`src/rtl/uart_tx_fifo.sv`:
```
// UART transmitter with an input word FIFO, configurable data width, parity and stop bits.
// Bit timing is driven entirely by the external baud tick tx_en.
module uart_tx_fifo #(
    parameter int DATA_BITS  = 7,
    parameter int PARITY     = 2,
    parameter int STOP_BITS  = 1,
    parameter int FIFO_DEPTH = 4
) (
    input  logic                          clk,
    input  logic                          reset,
    input  logic                          tx_en,
    input  logic [DATA_BITS-1:0]          data_in,
    input  logic                          start,
    output logic                          wr_ready,
    output logic [$clog2(FIFO_DEPTH):0]   fifo_count,
    output logic                          overflow,
    output logic                          busy,
    output logic                          tx
);
    localparam int AW = $clog2(FIFO_DEPTH);
    localparam int CW = AW + 1;
    localparam int IW = $clog2(DATA_BITS + 1);
    localparam logic ODD = (PARITY == 2);

    typedef enum logic [2:0] {S_IDLE, S_START, S_DATA, S_PARITY, S_STOP} state_t;

    state_t               state_q, state_d;
    logic [DATA_BITS-1:0] mem [FIFO_DEPTH];
    logic [AW-1:0]        wptr, rptr;
    logic [CW-1:0]        count;
    logic                 push, pop;
    logic [DATA_BITS-1:0] shreg_q, shreg_d, shifted;
    logic [IW-1:0]        idx_q, idx_d;
    logic [1:0]           scnt_q, scnt_d;
    logic                 tx_q, tx_d, par;

    assign wr_ready   = (count != CW'(FIFO_DEPTH));
    assign push       = start & wr_ready;
    assign fifo_count = count;
    assign busy       = (state_q != S_IDLE) || (count != '0);
    assign tx         = tx_q;

    always_ff @(posedge clk) begin
        if (push)
            mem[wptr] <= data_in;
    end

    always_ff @(posedge clk or posedge reset) begin
        if (reset) begin
            wptr     <= '0;
            rptr     <= '0;
            count    <= '0;
            overflow <= 1'b0;
        end else begin
            if (push)
                wptr <= wptr + AW'(1);
            if (pop)
                rptr <= rptr + AW'(1);
            if (push && !pop)
                count <= count + CW'(1);
            else if (!push && pop)
                count <= count - CW'(1);
            if (start && !wr_ready)
                overflow <= 1'b1;
        end
    end

    always_ff @(posedge clk or posedge reset) begin
        if (reset) begin
            state_q <= S_IDLE;
            shreg_q <= '0;
            idx_q   <= '0;
            scnt_q  <= '0;
            tx_q    <= 1'b1;
        end else begin
            state_q <= state_d;
            shreg_q <= shreg_d;
            idx_q   <= idx_d;
            scnt_q  <= scnt_d;
            tx_q    <= tx_d;
        end
    end

    assign shifted = shreg_q >> idx_q;
    assign par     = (^shreg_q) ^ ODD;

    // Pop only reads registered FIFO state, so a word written this cycle is never bypassed.
    always_comb begin
        state_d = state_q;
        shreg_d = shreg_q;
        idx_d   = idx_q;
        scnt_d  = scnt_q;
        tx_d    = tx_q;
        pop     = 1'b0;
        if (tx_en) begin
            case (state_q)
                S_IDLE: begin
                    tx_d = 1'b1;
                    if (count != '0) begin
                        pop     = 1'b1;
                        shreg_d = mem[rptr];
                        tx_d    = 1'b0;
                        state_d = S_START;
                    end
                end
                S_START: begin
                    tx_d    = shreg_q[0];
                    idx_d   = IW'(1);
                    state_d = S_DATA;
                end
                S_DATA: begin
                    if (idx_q < IW'(DATA_BITS)) begin
                        tx_d  = shifted[0];
                        idx_d = idx_q + IW'(1);
                    end else if (PARITY != 0) begin
                        tx_d    = par;
                        state_d = S_PARITY;
                    end else begin
                        tx_d    = 1'b1;
                        scnt_d  = 2'd1;
                        state_d = S_STOP;
                    end
                end
                S_PARITY: begin
                    tx_d    = 1'b1;
                    scnt_d  = 2'd1;
                    state_d = S_STOP;
                end
                S_STOP: begin
                    tx_d = 1'b1;
                    if (scnt_q < 2'(STOP_BITS)) begin
                        scnt_d = scnt_q + 2'd1;
                    end else if (count != '0) begin
                        pop     = 1'b1;
                        shreg_d = mem[rptr];
                        tx_d    = 1'b0;
                        state_d = S_START;
                    end else begin
                        state_d = S_IDLE;
                    end
                end
                default: state_d = S_IDLE;
            endcase
        end
    end
endmodule
```
`config.mk`:
```
export PLATFORM = sky130hd
export DESIGN_NAME = uart_tx_fifo
export DESIGN_NICKNAME = d
export VERILOG_FILES = /design/src/rtl/uart_tx_fifo.sv
export SDC_FILE = /design/constraint.sdc
export NUM_CORES = 1
export LEC_CHECK = 0
export BUFFER_PORTS_ARGS = -buffer_cell sky130_fd_sc_hd__buf_2
export CORE_UTILIZATION = 53
export DETAILED_ROUTE_END_ITERATION = 10
export GPL_TIMING_DRIVEN = 0
export PLACE_DENSITY = 0.74
export SYNTH_ARGS = -nofsm -noshare
export SYNTH_HDL_FRONTEND = slang
export SYNTH_SLANG_ARGS = --single-unit
```
`constraint.sdc`:
```
create_clock -name clk -period 1.93 [get_ports clk]
set_input_delay 0.0965 -clock clk [delete_from_list [all_inputs] [get_ports clk]]
set_output_delay 0.0965 -clock clk [all_outputs]
set_load 0.05 [all_outputs]
```
==> impl_summary.md <==
STA
Final hold analysis gives a worst-case slack of -0.0101 ns. The count of final max-slew check failures is 0. The post-layout worst setup margin is -0.0284 ns. Of the available clock period, the critical path in the final layout requires 101%. The final total negative setup slack is -0.0539 ns.

The count of final setup violators is 2. The smallest clock period supported by the final layout is computed as 1.96 ns. The achievable clock frequency is 511 MHz. The post-route clock skew is 0.00649 ns. The pin slew with the least headroom to its limit is 0.946 ns.

Headroom to the max-slew limit came out at 36.8%. The number of endpoints with negative hold slack in the final report is 23. Setup repair after global routing could not meet its margin everywhere.

Die
The starting density of the core is 55.3%. The vertical extent of the die is 69.4 um. In this run the horizontal extent of the chip is 69.4 um. The site row count is 24.

The region available for standard cell placement spans 4350 um2. The die area is 4820 um2. 18 I/O pins were placed.

Outcome
The final reports fail on negative hold slack, negative setup slack. The flow ran to the end, but the final reports show violations.

Logic synthesis
The number of enable-type register cells in the synthesized netlist is 28. The fraction of registers with async set or reset after synthesis is 46.2%. The mean instance size in the synthesized netlist is 14.6 um2. The most used flip-flop cell after synthesis is sky130_fd_sc_hd__edfxtp_1. The number of library cell types mapped by synthesis is 42. The share of synthesized area occupied by flip-flops and latches is 59.9%. When the netlist entered floorplanning its net count stood at 184. Of all cell types, the one taking the most synthesized area is sky130_fd_sc_hd__edfxtp_1. Yosys attributes the largest share of cell area to sky130_fd_sc_hd__edfxtp_1 35%, sky130_fd_sc_hd__dfrtp_1 24%, sky130_fd_sc_hd__mux4_2 6.5%. The area of the mapped netlist is 2410 um2. The synthesized instance count is 165. For this run, the number of Yosys warnings is 0. The top cell type by area accounts for 34.9% of the synthesized area. Counting flops and latches in the post-synthesis netlist gives 52.

Clock network
The tree is rooted in a sky130_fd_sc_hd__clkbuf_8. The number of clock buffers inserted by TritonCTS is 5. The TritonCTS clock tree is done. The clock slew at the register clock pins of the worst setup and hold paths is 0.10 ns.

The number of sinks on the clock net is 52. The H-tree was split into 2 levels. The insertion delay to the later sink of the worst-skew pair is 0.30 ns. In this run the deepest clock path goes through 2 buffers.

Global route
The initial antenna violation count came to 0. Global routing used 18.5% of the available tracks across all layers. The remaining global-route overflow is 0. The number of global-route vias before repair came to 1462.

Entering global routing, the biggest net connects 25 pins. The first global-routing pass estimated 6.86 mm of wire.

Finish
The filler cells instantiated in the layout total 286. The share of cells above drive strength 1 is 35.1%. After the flow finishes, the layout carries non-filler instances totaling 260. The post-route core utilization is 66.3%. The repair_antennas step left the layout with diodes totalling 0. Compared with the post-synthesis result, the final layout area differs by 19.8%.

The library cell used most frequently in the layout, excluding fill and tap cells, is sky130_fd_sc_hd__edfxtp_1. Leaving out fill and tap cells, the most frequent cells in the layout are 28 x sky130_fd_sc_hd__edfxtp_1, 20 x sky130_fd_sc_hd__dfrtp_1, 18 x sky130_fd_sc_hd__buf_2. The number of nets in the layout is 226.

Pwr
The register share of total power is 38.7%. The power share of the combinational group is 47.6%. The power density over the cells is 1650 nW/um2.

The switching fraction of total power is 37.4%. The switching power is 1.78 mW. VDD sags by at most 0.857 mV.

The clock share of power is 13.6%. The leakage power summed over all cells is 1.18 nW. Internal power comes to 2.97 mW.

Min path
The path class of the tightest hold or removal check is in2async.

Detailed routing
The average via count per standard cell is 5.54. For this run, design rule violations remaining after detail routing come to 0. The starting DRC count in detailed routing is 94. Once detail routing completed, the nets flagged for antenna violations numbered 0. After detailed routing, the total wire length is 4.06 mm.

The routed layout has 1440 vias. The first detailed-routing pass took 5 iterations. After detailed routing, the average wire length per cell comes to 15.6 um.

Setup path
Data arrives at the worst endpoint at 2.19 ns. The most numerous cell type found on the critical path is sky130_fd_sc_hd__xor2_1. Traced cell by cell, the critical path runs through nor3_4, nand4b_1, buf_6, ha_4, inv_2, fa_2, xor2_1, nor2_1, xor2_1. At the worst endpoint, the required time is 2.16 ns.

The critical path class is reg2reg. The worst setup path is launched from a flip-flop. STA classifies the critical path endpoint as a flip-flop. The slowest cell on the critical path is sky130_fd_sc_hd__dfrtp_4. The critical-path maximum fanout is 2. The peak per-stage delay on the critical path is 0.50 ns.

Job
The number of maximum-capacitance violations is 0.

Place
Timing analysis after detailed placement gives a worst setup slack of -0.199 ns. The post-detailed-placement half-perimeter wirelength is 2.73 mm. The global placer's final weighted congestion is 0.742. Port buffering added 16 buffers. Once placement completed, the tool counted placed cells totaling 233.
## final timing paths
path                          startpoint  slack [ns]  cells after the start             to
max                        fifo_count[2]       -0.03                      9  fifo_count[2]
min                                reset       -0.01                      2      scnt_q[1]
max reg2reg                fifo_count[2]       -0.03                      9  fifo_count[2]
min reg2reg                     overflow        0.47                      1       overflow
max in group asynchronous          reset        1.26                      2  fifo_count[0]
min in group clk              data_in[4]           0                      1      mem[0][4]
## flip-flops by register name, indices dropped and copies added, names as in the netlist
signal,count
mem,28
tx,1
fifo_count,3
wptr,2
rptr,2
idx_q,3
shreg_q,7
state_q,3
scnt_q,2
overflow,1
## cell type report
class / count / area, um2 / share of cell area (%)
buffer: 8 / 47.5 / 1.65
clock buffer: 5 / 68.8 / 2.38
clock inverter: 3 / 26.3 / 0.910
inverter: 7 / 26.3 / 0.910
multi-input combinational: 98 / 960 / 33.2
sequential: 52 / 1450 / 50.4
tap: 52 / 65.1 / 2.25
timing repair buffer: 35 / 239 / 8.28
## repair_timing
item	in CTS	in global routing
setup buffers	11	3
hold endpoints to repair	18	0
pin swaps	6	8
setup endpoints to repair	2	2
hold buffers	5	0
resized for setup	1	7
## cell usage after synthesis, types with 4 or more instances
| library cell | instances |
|---|---|
| sky130_fd_sc_hd__dfrtp_1 | 23 |
| sky130_fd_sc_hd__and3_1 | 6 |
| sky130_fd_sc_hd__inv_1 | 7 |
| sky130_fd_sc_hd__mux4_2 | 7 |
| sky130_fd_sc_hd__mux2i_1 | 5 |
| sky130_fd_sc_hd__mux2_2 | 5 |
| sky130_fd_sc_hd__nand2_1 | 9 |
| sky130_fd_sc_hd__nor2_1 | 5 |
| sky130_fd_sc_hd__xnor2_1 | 5 |
| sky130_fd_sc_hd__ha_1 | 7 |
| sky130_fd_sc_hd__edfxtp_1 | 28 |
| sky130_fd_sc_hd__a21oi_1 | 4 |
| sky130_fd_sc_hd__mux2_1 | 4 |
| sky130_fd_sc_hd__nand3_1 | 5 |
| sky130_fd_sc_hd__xor2_1 | 4 |
## cell families after synthesis
| logic type | count (synthesis) | synth area share (%) |
|---|---|---|
| flops | 52 | 59.9 |
| simple gates | 40 | 9.81 |
| mux | 21 | 12.8 |
| compound gates | 18 | 4.99 |
| buf+inv | 15 | 2.91 |
| xor+xnor | 11 | 5.14 |
| fa+ha+maj | 8 | 4.47 |
## power by group through the flow
stage | clock [mW] | sequential (mW) | combinational (mW)
global placement | 0 | 1.86 | 1.88
detailed placement | 0 | 1.90 | 1.98
CTS | 0.660 | 1.84 | 2.19
floorplan | 0 | 2.01 | 1.44
global route | 0.715 | 1.89 | 2.45
finish | 0.647 | 1.84 | 2.26
## through the flow
| step | power, mW | cell area (um2) |
|---|---|---|
| floorplan | 3.45 | 2460 |
| global placement | 3.74 | 2610 |
| detailed placement | 3.88 | 2610 |
| CTS | 4.68 | 2840 |
| global route | 5.05 | 2890 |
| finish | 4.75 | 2890 |
## routing by layer
layer,share of wire [%],up-vias,GRT usage [%]
met5,0,-,0
met2,50,33,31.1
met4,1.2,0,5.90
met1,46,708,23.9
li1,-,690,-
met3,3.0,9,4.07
## critical path: cells and delay by family (launching register included)
family,cells,cell delay (ns)
buffers and inverters,2,0.15
DFF,1,0.50
and+or+nand+nor,3,0.47
adders and majority gates,2,0.45
xor gates and xnor gates,2,0.30
Note: power is estimated with default switching activity, not from simulation.
